[src/rtl/add_core_pkg.sv]
// add_core_pkg: shared defaults and width helpers for the add_core block.
//   ADD_WIDTH_DEF  - default operand width
//   FIFO_DEPTH_DEF - default result-buffer depth (power of two)
//   LEVEL_W_DEF    - width of the level output for the default depth
//   OPS_W          - width of the delivered-results counter
//   sum_width()    - result width (operand width plus carry-out)
//   level_width()  - occupancy width able to represent 0..depth
package add_core_pkg;

  localparam int ADD_WIDTH_DEF  = 4;
  localparam int FIFO_DEPTH_DEF = 4;
  localparam int LEVEL_W_DEF    = $clog2(FIFO_DEPTH_DEF) + 1;
  localparam int OPS_W          = 16;

  function automatic int sum_width(input int add_width);
    return add_width + 1;
  endfunction

  function automatic int level_width(input int depth);
    return $clog2(depth) + 1;
  endfunction

endpackage

[src/rtl/add_core_fifo.sv]
// add_core_fifo: circular result buffer with wrapping read/write pointers.
//   clk, rst       - clock, asynchronous active-low reset
//   push_i         - write push_data_i at the tail
//   pop_i          - consume the head entry (ignored while empty)
//   pop_data_o     - head entry, zero while empty
//   full_o/empty_o - occupancy flags
//   level_o        - number of entries held
// A push while full is only honoured together with a pop, so an entry is
// never overwritten.
module add_core_fifo
  import add_core_pkg::*;
#(
  parameter int WIDTH = 5,
  parameter int DEPTH = FIFO_DEPTH_DEF
) (
  input  logic                     clk,
  input  logic                     rst,
  input  logic                     push_i,
  input  logic [WIDTH-1:0]         push_data_i,
  input  logic                     pop_i,
  output logic [WIDTH-1:0]         pop_data_o,
  output logic                     full_o,
  output logic                     empty_o,
  output logic [$clog2(DEPTH):0]   level_o
);

  localparam int PTR_W = $clog2(DEPTH);
  localparam logic [PTR_W-1:0] PTR_LAST  = PTR_W'(DEPTH - 1);
  localparam logic [PTR_W-1:0] PTR_ZERO  = {PTR_W{1'b0}};
  localparam logic [PTR_W-1:0] PTR_ONE   = PTR_W'(1);
  localparam logic [PTR_W:0]   LVL_ZERO  = {(PTR_W+1){1'b0}};
  localparam logic [PTR_W:0]   LVL_ONE   = (PTR_W+1)'(1);
  localparam logic [PTR_W:0]   LVL_FULL  = (PTR_W+1)'(DEPTH);

  logic [WIDTH-1:0] mem_q [DEPTH];
  logic [PTR_W-1:0] wr_ptr_q, wr_ptr_d;
  logic [PTR_W-1:0] rd_ptr_q, rd_ptr_d;
  logic [PTR_W:0]   level_q,  level_d;
  logic             do_push_s, do_pop_s;

  // Flags, handshake qualification, pointer and level next-state.
  always_comb begin
    empty_o   = (level_q == LVL_ZERO);
    full_o    = (level_q == LVL_FULL);
    do_pop_s  = pop_i & ~empty_o;
    do_push_s = push_i & (~full_o | do_pop_s);
    wr_ptr_d  = wr_ptr_q;
    rd_ptr_d  = rd_ptr_q;
    level_d   = level_q;
    if (do_push_s) begin
      wr_ptr_d = (wr_ptr_q == PTR_LAST) ? PTR_ZERO : (wr_ptr_q + PTR_ONE);
    end else begin
      wr_ptr_d = wr_ptr_q;
    end
    if (do_pop_s) begin
      rd_ptr_d = (rd_ptr_q == PTR_LAST) ? PTR_ZERO : (rd_ptr_q + PTR_ONE);
    end else begin
      rd_ptr_d = rd_ptr_q;
    end
    case ({do_push_s, do_pop_s})
      2'b10:   level_d = level_q + LVL_ONE;
      2'b01:   level_d = level_q - LVL_ONE;
      default: level_d = level_q;
    endcase
  end

  // Head presentation; an empty buffer shows zero rather than stale data.
  always_comb begin
    if (empty_o) begin
      pop_data_o = {WIDTH{1'b0}};
    end else begin
      pop_data_o = mem_q[rd_ptr_q];
    end
    level_o = level_q;
  end

  // Pointer and occupancy registers.
  always_ff @(posedge clk or negedge rst) begin
    if (!rst) begin
      wr_ptr_q <= PTR_ZERO;
      rd_ptr_q <= PTR_ZERO;
      level_q  <= LVL_ZERO;
    end else begin
      wr_ptr_q <= wr_ptr_d;
      rd_ptr_q <= rd_ptr_d;
      level_q  <= level_d;
    end
  end

  // Storage array; contents are only observable through a non-zero level,
  // so it needs no reset.
  always_ff @(posedge clk) begin
    if (do_push_s) begin
      mem_q[wr_ptr_q] <= push_data_i;
    end
  end

endmodule

[src/rtl/add_core.sv]
// add_core: two-stage adder feeding a credit-controlled result buffer.
//   clk, rst            - clock, asynchronous active-low reset
//   in_valid/in_ready/a/b - operand-pair handshake
//   sum_valid/sum_ready/sum - result handshake; sum MSB is the carry-out
//   level               - results held in the buffer
//   ops_done            - results delivered, wraps at 16 bits
// S1 registers the accepted pair; the sum of the S1 registers is written
// into the buffer on the following edge, so a pair accepted at edge t is
// at the buffer head after t+1 and can be delivered at edge t+2.
module add_core
  import add_core_pkg::*;
#(
  parameter int ADD_WIDTH  = ADD_WIDTH_DEF,
  parameter int FIFO_DEPTH = FIFO_DEPTH_DEF
) (
  input  logic                                clk,
  input  logic                                rst,
  input  logic                                in_valid,
  output logic                                in_ready,
  input  logic [ADD_WIDTH-1:0]                a,
  input  logic [ADD_WIDTH-1:0]                b,
  output logic                                sum_valid,
  input  logic                                sum_ready,
  output logic [sum_width(ADD_WIDTH)-1:0]     sum,
  output logic [level_width(FIFO_DEPTH)-1:0]  level,
  output logic [OPS_W-1:0]                    ops_done
);

  localparam int SUM_W = sum_width(ADD_WIDTH);
  localparam int LVL_W = level_width(FIFO_DEPTH);
  localparam logic [LVL_W:0]     DEPTH_CNT = (LVL_W+1)'(FIFO_DEPTH);
  localparam logic [OPS_W-1:0]   OPS_ONE   = OPS_W'(1);

  logic                  s1_valid_q, s1_valid_d;
  logic [ADD_WIDTH-1:0]  s1_a_q, s1_a_d;
  logic [ADD_WIDTH-1:0]  s1_b_q, s1_b_d;
  logic [OPS_W-1:0]      ops_done_q, ops_done_d;
  logic [SUM_W-1:0]      s2_sum_s;
  logic [LVL_W:0]        occupancy_s;
  logic                  in_xfer_s, out_xfer_s;
  logic                  fifo_full_s, fifo_empty_s;

  // Credit: buffered results plus the one in S1 must leave room, so every
  // S2 write has a free slot. Only registered state (and reset) feeds it.
  always_comb begin
    occupancy_s = {1'b0, level} + {{LVL_W{1'b0}}, s1_valid_q};
    in_ready    = rst & ~fifo_full_s & (occupancy_s < DEPTH_CNT);
    sum_valid   = ~fifo_empty_s;
    in_xfer_s   = in_valid & in_ready;
    out_xfer_s  = sum_valid & sum_ready;
  end

  // S1 capture, S2 add, and delivered-results counter next-state.
  always_comb begin
    s1_valid_d = in_xfer_s;
    if (in_xfer_s) begin
      s1_a_d = a;
      s1_b_d = b;
    end else begin
      s1_a_d = s1_a_q;
      s1_b_d = s1_b_q;
    end
    s2_sum_s = {1'b0, s1_a_q} + {1'b0, s1_b_q};
    if (out_xfer_s) begin
      ops_done_d = ops_done_q + OPS_ONE;
    end else begin
      ops_done_d = ops_done_q;
    end
  end

  // S1 pipeline registers and ops counter.
  always_ff @(posedge clk or negedge rst) begin
    if (!rst) begin
      s1_valid_q <= 1'b0;
      s1_a_q     <= {ADD_WIDTH{1'b0}};
      s1_b_q     <= {ADD_WIDTH{1'b0}};
      ops_done_q <= {OPS_W{1'b0}};
    end else begin
      s1_valid_q <= s1_valid_d;
      s1_a_q     <= s1_a_d;
      s1_b_q     <= s1_b_d;
      ops_done_q <= ops_done_d;
    end
  end

  assign ops_done = ops_done_q;

  add_core_fifo #(
    .WIDTH (SUM_W),
    .DEPTH (FIFO_DEPTH)
  ) u_fifo (
    .clk         (clk),
    .rst         (rst),
    .push_i      (s1_valid_q),
    .push_data_i (s2_sum_s),
    .pop_i       (sum_ready),
    .pop_data_o  (sum),
    .full_o      (fifo_full_s),
    .empty_o     (fifo_empty_s),
    .level_o     (level)
  );

endmodule
[config.mk]
export PLATFORM = sky130hd
export DESIGN_NAME = add_core
export DESIGN_NICKNAME = d
export VERILOG_FILES = /design/src/rtl/add_core_pkg.sv /design/src/rtl/add_core_fifo.sv /design/src/rtl/add_core.sv
export SDC_FILE = /design/constraint.sdc
export NUM_CORES = 1
export LEC_CHECK = 0
export BUFFER_PORTS_ARGS = -buffer_cell sky130_fd_sc_hd__buf_2
export CAP_MARGIN = 20
export CORE_MARGIN = 1
export CORE_UTILIZATION = 43
export CTS_BUF_LIST = sky130_fd_sc_hd__clkbuf_4
export CTS_CLUSTER_SIZE = 14
export DETAILED_ROUTE_END_ITERATION = 8
export HOLD_SLACK_MARGIN = 0.05
export PLACE_DENSITY = 0.68
export SETUP_SLACK_MARGIN = 0.5
export SLEW_MARGIN = 20
export SYNTH_ARGS = -nofsm -noshare
export SYNTH_HDL_FRONTEND = slang
export SYNTH_SLANG_ARGS = --single-unit
[constraint.sdc]
create_clock -name clk -period 2.15 [get_ports clk]
set_input_delay 0.215 -clock clk [delete_from_list [all_inputs] [get_ports clk]]
set_output_delay 0.215 -clock clk [all_outputs]
set_load 0.005 [all_outputs]
==> results of run 1 <==
==> layer usage <==
layer	vias up	track usage [%]	part of all wire (%)
met5	-	0	0
met4	0	6.226	1.5
met3	8	3.882	3.6
met2	32	25.13	49
met1	766	20.85	46
li1	789	-	-
==> metrics by stage <==
stage | setup TNS, ns | total power [mW] | setup WS, ns | hold WS [ns]
after floorplan | -0.01485 | 2.724 | -0.01485 | -0.08059
after global placement | 0 | 3.140 | 0.2934 | 0.2823
after detailed placement | 0 | 3.208 | 0.2314 | 0.2929
after CTS | 0 | 3.813 | 0.2242 | 0.05479
after global routing | 0 | 4.301 | 0.1773 | 0.05558
final | 0 | 4.002 | 0.2209 | 0.07067
==> registers in the layout, summed over array words and instances, names as in the netlist <==
name	flops
u_fifo.rd_ptr_q	2
s1_a_q	4
u_fifo.wr_ptr_q	2
s1_valid_q	1
u_fifo.mem_q	20
s1_b_q	4
u_fifo.level_o	3
ops_done	16
==> synthesized netlist by cell type <==
library cell  instances
a21boi_1              1
a21o_1                2
a21oi_1               1
a22oi_1               1
a311oi_1              1
a31oi_1               2
a41oi_4               1
and2_1                4
and3_1                1
and4_1                1
buf_2                 3
buf_6                 1
clkbuf_1              1
dfrtp_1              32
edfxtp_1             20
fa_1                  2
ha_1                 10
inv_1                13
mux2_2               10
mux4_2                5
nand2_1               8
nand2b_1              2
nand3_1               7
nand4_1               4
nor2_1                8
nor2b_1               6
nor3_1                5
nor4_1                1
o21ai_0               4
o21bai_1              1
o31ai_1               1
o31ai_4               1
or2_2                 1
or3_1                 1
xnor2_1              10
xor2_1               11
==> cell type report <==
cell class              instances  area, µm²
well taps                      72      90.09
flip-flops and latches         52       1409
multi-input cells             113       1061
repair buffers                 68      452.9
clock inverters                 2      11.26
clock buffers                   6      45.04
fillers                       478       2385
inverters                      13      52.55
==> cells by family (layout without fill, tap and decap cells) <==
group           after synthesis  count (layout)  synth area share [%]
buf+inv                      18              89                 3.219
fa+ha+maj                    12              12                 6.745
mux                          15              15                 9.198
xor+xnor                     21              21                 7.511
simple gates                 49              49                 10.37
compound gates               16              16                 5.723
flops                        52              52                 57.23
==> worst reg2reg max path: stages, from the launching register on <==
cell and delay [ns]:
dfrtp_2 0.45, o31ai_4 0.25, nand2b_4 0.17, fa_2 0.43, o21bai_1 0.18, a31oi_1 0.14, o21ai_1 0.08, a22oi_1 0.16
==> power groups by stage <==
stage	logic [mW]	registers, mW	clock network, mW
floorplan	1.08	1.65	0
global placement	1.40	1.74	0
detailed placement	1.45	1.76	0
CTS	1.64	1.72	0.451
global route	2.05	1.77	0.484
finish	1.84	1.72	0.442
==> worst max path at each step <==
stage | to | from
finish | u_fifo.level_o[1] | u_fifo.level_o[2]
global route | u_fifo.level_o[1] | u_fifo.level_o[2]
CTS | sum[2] | u_fifo.rd_ptr_q[0]
detailed placement | u_fifo.level_o[1] | u_fifo.level_o[1]
global placement | u_fifo.level_o[1] | u_fifo.level_o[1]
floorplan | u_fifo.level_o[1] | u_fifo.level_o[0]
==> repair_timing <==
action,in CTS,in global routing
setup endpoints to repair,42,43
hold endpoints to repair,32,2
setup buffers,6,16
pin swaps,4,7
gates resized for setup,14,16
hold buffers,1,2
==> metrics.cfg, run 1 <==
[routing]
drtAntennaViolNets = 0
wl_per_cell_um = 14.13
first_iter_violations = 88
wl_um = 4605
num_vias = 1595
avgViaCountPerCell = 4.893
drt-pass1-iter-count = 6
drc = 0

[placed_design]
portBuffers = 37
numPlacedInstances = 293
dp_hpwl_um = 3039
gp_congestion = 0.7315
placed_area_um2 = 2756

[grt]
antenna_found_initial = 0
grt.overflow.total = 0
grt_use_total_pct = 15.83
grt_pass1_wl_um = 7251
grt_pass1_vias = 1505
grt_max_degree = 33

[sta]
setup_viol = 0
period_needed_ns = 1.929
rsz0062_at_grt = true
fin_crit_sh_pct = 89.73
skew_ns = 0.01814
tightest_slew_ns = 0.4218
drv_slew = 0
finalHoldViolCount = 0
max_slew_margin_pct = 71.88
fmax_ghz = 0.5184

[cells_and_area]
synthToLayoutAreaGrowth_pct = 27.49
utilization_pct = 56.69
n_antenna_cell = 0
final_cell_mix = 37 x buf_2, 26 x dfrtp_1, 20 x buf_4, 20 x edfxtp_1, 11 x xor2_1
stdcell_count = 326
final_common_cell = buf_2
nets = 277
final_area_um2 = 3122
drive_gt1_share_pct = 44.88

[clocking]
ctsRootBufferMaster = clkbuf_4
insertion_delay_ns = 0.38
clk_pin_slew_ns = 0.14
ctsHtreeMaxLevel = 2
cts_buffers = 5
cts_tree = done
clock-sinks = 52
cts_buffer_depth = 2

[pwr]
p_leak_nw = 1.406
switchingPower_mw = 1.432
netSwitchingFraction_pct = 35.78
p_seq_share_pct = 42.9
power_density_nw_per_um2 = 1282
p_comb_share_pct = 46.1
ir_drop_mv = 0.6458
p_int_mw = 2.570
pwr-share-clk_pct = 11.0

[floorplan]
core_area_um2 = 5507
chipHeight_um = 77.46
fp.dieArea_um2 = 6000
ioPinCount = 38
fp-row-count = 27
start_util_pct = 44.47
die_w_um = 77.46

[setup_path]
cp.arrival_ns = 2.22
slowest_delay_ns = 0.45
rr_endpoint = u_fifo.level_o[1]
cp.buffers_inverters = 0
critPathMaxFanout = 2
start_kind = flip-flop
endpoint_kind = flip-flop
critPathSlowestCell = dfrtp_2
r2r_cells = 7
path_cells = o31ai_4, nand2b_4, fa_2, o21bai_1, a31oi_1, o21ai_1, a22oi_1
cp_top_family = compound AO/OA/AOI/OAI gates
criticalPathCategory = flip-flop to flip-flop
worstPathRequired_ns = 2.44
worstReg2RegStart = u_fifo.level_o[2]
r2r_slack_ns = 0.22
crit_cells = 7

[synthesis]
netlist_area_um2 = 2449
synth_fp_nets = 207
synth-seq-cells = 52
synth_cell_types = 36
synth_area_leaders = dfrtp_1 33%, edfxtp_1 25%, ha_1 5.1%
post-synth-top-area-cell = dfrtp_1
yosysWarnings = 0
ys_seq_area_share_pct = 57.23
yosysTopAreaCellShare_pct = 32.70
synth_cells = 183
syn_area_per_cell_um2 = 13.38

[worst_hold_path]
min_path_type = primary input to flip-flop
worstHoldEndpoint = s1_a_q[2]
hold_depth = 2
hp-start = a[2]

[flow_run]
drv_cap = 0

[status]
outcome = complete, no violations

No activity file was read; power rests on OpenSTA's default activity.
==> run 2: changes to the inputs <==
--- a/config.mk
+++ b/config.mk
@@ -13,9 +13,10 @@
 export CTS_CLUSTER_SIZE = 14
 export DETAILED_ROUTE_END_ITERATION = 8
 export HOLD_SLACK_MARGIN = 0.05
-export PLACE_DENSITY = 0.68
+export PLACE_DENSITY = 0.7
 export SETUP_SLACK_MARGIN = 0.5
 export SLEW_MARGIN = 20
 export SYNTH_ARGS = -nofsm -noshare
 export SYNTH_HDL_FRONTEND = slang
 export SYNTH_SLANG_ARGS = --single-unit
+export TNS_END_PERCENT = 10
==> run 2 against run 1 <==
Net effect:
- sequential power hardly changed
- largest power group is now registers
- cell count is 4.9% lower
- clock power is 4.8% lower
- clock skew is 0.0061 ns higher
- design area is 7.4% lower
- worst hold slack worse by 0.00079 ns
- non-clock buffer count is 16 lower
- clock-buffer cell count is 1 lower
- first-iteration DRC count is 16% lower
- combinational power is 17% lower
==> metrics.cfg, run 2 (synthesis gave the netlist of run 1 again) <==
[status]
outcome = complete, no violations

[setup_path]
worstPathRequired_ns = 2.45  ; about the same
critPathMaxFanout = 2  ; unchanged
cp.arrival_ns = 2.22  ; about the same
endpoint_kind = flip-flop
criticalPathCategory = flip-flop to flip-flop
r2r_cells = 7  ; unchanged
start_kind = flip-flop

[cells_and_area]
multiInputGateArea_um2 = 983.4  ; -7.3%
synthToLayoutAreaGrowth_pct = 18.04
final_common_cell = buf_2
register_area_um2 = 1404  ; -0.35%
stdcell_count = 310  ; -4.9%
num-fill-cells = 514  ; +7.5%
final_cell_mix = 37 x buf_2, 30 x dfrtp_1, 20 x edfxtp_1
n_antenna_cell = 0  ; unchanged
largest_reg_flops = 20  ; unchanged
final_area_um2 = 2890  ; -7.4%
largest-register = u_fifo.mem_q
nets = 261  ; -5.8%
drive_gt1_share_pct = 32.35  ; -13 points

[sta]
finalHoldViolCount = 0  ; unchanged
drv_slew = 0  ; unchanged
rsz0062_at_grt = true
fin_crit_sh_pct = 89.45  ; -0.28 points
tightest_slew_ns = 0.4398  ; +0.01802 ns
max_slew_margin_pct = 70.43  ; -1.5 points
setup_viol = 0  ; unchanged
period_needed_ns = 1.923  ; -0.005962 ns
skew_ns = 0.02423  ; +0.006095 ns
fmax_ghz = 0.5200  ; +0.31%

[floorplan]
fp-row-count = 27  ; unchanged
start_util_pct = 44.47  ; unchanged
die_w_um = 77.46  ; unchanged
core_area_um2 = 5507  ; unchanged
chipHeight_um = 77.46  ; unchanged
fp.dieArea_um2 = 6000  ; unchanged
ioPinCount = 38  ; unchanged

[clocking]
clk_pin_slew_ns = 0.15  ; about the same
cts_buffer_depth = 2  ; unchanged
ctsRootBufferMaster = clkbuf_4
cts_tree = done
insertion_delay_ns = 0.37  ; about the same
ctsHtreeMaxLevel = 2  ; unchanged
cts_buffers = 5  ; unchanged
clock-sinks = 52  ; unchanged

[grt]
antenna_found_initial = 0  ; unchanged
grt_use_total_pct = 16.32  ; +0.49 points
grt_pass1_vias = 1548  ; +2.9%
grt_max_degree = 33  ; unchanged
grt_pass1_wl_um = 7458  ; +2.9%
grt.overflow.total = 0  ; unchanged

[pwr]
ir_drop_mv = 0.6158  ; -4.6%
power.total_mw = 3.642  ; -9.0%
p_leak_nw = 1.305  ; -7.2%
power_density_nw_per_um2 = 1260  ; -1.7%

[placed_design]
portBuffers = 37  ; unchanged
dp_hpwl_um = 3139  ; +3.3%
numPlacedInstances = 293  ; unchanged
gp_congestion = 0.7584  ; +3.7%
placed_area_um2 = 2746  ; -0.36%

[routing]
drtAntennaViolNets = 0  ; unchanged
highest_layer = met4
wl_met3_um = 160  ; -3.0%
drt-pass1-iter-count = 6  ; unchanged
drc = 0  ; unchanged
wl_um = 4370  ; -5.1%
avgViaCountPerCell = 4.877  ; -0.31%
m1WireLength_um = 2028  ; -4.0%
first_iter_violations = 74  ; -16%
wl_per_cell_um = 14.10  ; -0.21%
wl_met2_um = 2110  ; -6.5%
num_vias = 1512  ; -5.2%

[worst_hold_path]
hold_depth = 2  ; unchanged
min_path_type = primary input to flip-flop

[flow_run]
drv_cap = 0  ; unchanged

## run 2: cell types whose count changed in the layout (fill, tap and decap cells not counted), sizes merged
cell,change
dlygate4sd3,+3
inv,+1
clkbuf,-2
buf,-18
clkinv,+2
clkinvlp,-2
## run 2: repair_timing
action / in CTS / in global routing
endpoints found under the setup margin: 37 / 53
hold buffers: 5 / 1
hold endpoints to repair: 36 / 1
buffers inserted: 3 / 0
gates resized for setup: 3 / 1
## run 2: path summary, 6_finish.rpt
kind                                         from            endpoint  slack, ns
worst max register to register  u_fifo.level_o[1]   u_fifo.level_o[1]       0.23
worst min-delay path                         b[1]           s1_b_q[1]       0.07
max in group asynchronous                     rst  u_fifo.rd_ptr_q[0]       1.41
worst max-delay path            u_fifo.level_o[1]   u_fifo.level_o[1]       0.23
worst min register to register       ops_done[15]        ops_done[15]       0.48
min in group asynchronous                     rst         ops_done[5]       0.42
## run 2: area by class of cell
class                   count  area share [%]
clock inverters             3          0.4762
well taps                  72           3.117
repair buffers             52           10.82
multi-input cells         113           34.03
inverters                  13           1.688
flip-flops and latches     52           48.57
clock buffers               5           1.299
## run 2: per-layer routing
metal,GRT usage (%),vias to the layer above
met5,0,-
li1,-,747
met4,6.226,0
met2,26.11,33
met3,3.529,7
met1,21.68,725
## run 2: worst max-delay path, cell delays in order (launching register included)
cell and delay [ns]:
dfrtp_2 0.46, o31ai_4 0.23, nand2b_4 0.17, fa_1 0.40, o21bai_1 0.17, a31oi_1 0.16, o21ai_1 0.09, a22oi_1 0.17
## run 2: per-stage QoR
step                utilization [%]  hold slack, ns  setup slack [ns]  setup TNS, ns
floorplan                         -        -0.08059          -0.01485       -0.01485
global placement              49.88          0.2989            0.2976              0
detailed placement            49.88          0.3077            0.2011              0
CTS                           52.26         0.05114            0.2149              0
global route                  52.49         0.05222            0.1021              0
finish                        52.49         0.06988            0.2268              0
## run 2: power by group
part           leakage [nW]  switching, mW  internal (mW)
sequential            0.584          0.250           1.45
combinational         0.686          0.758          0.763
clock                0.0351          0.299          0.122
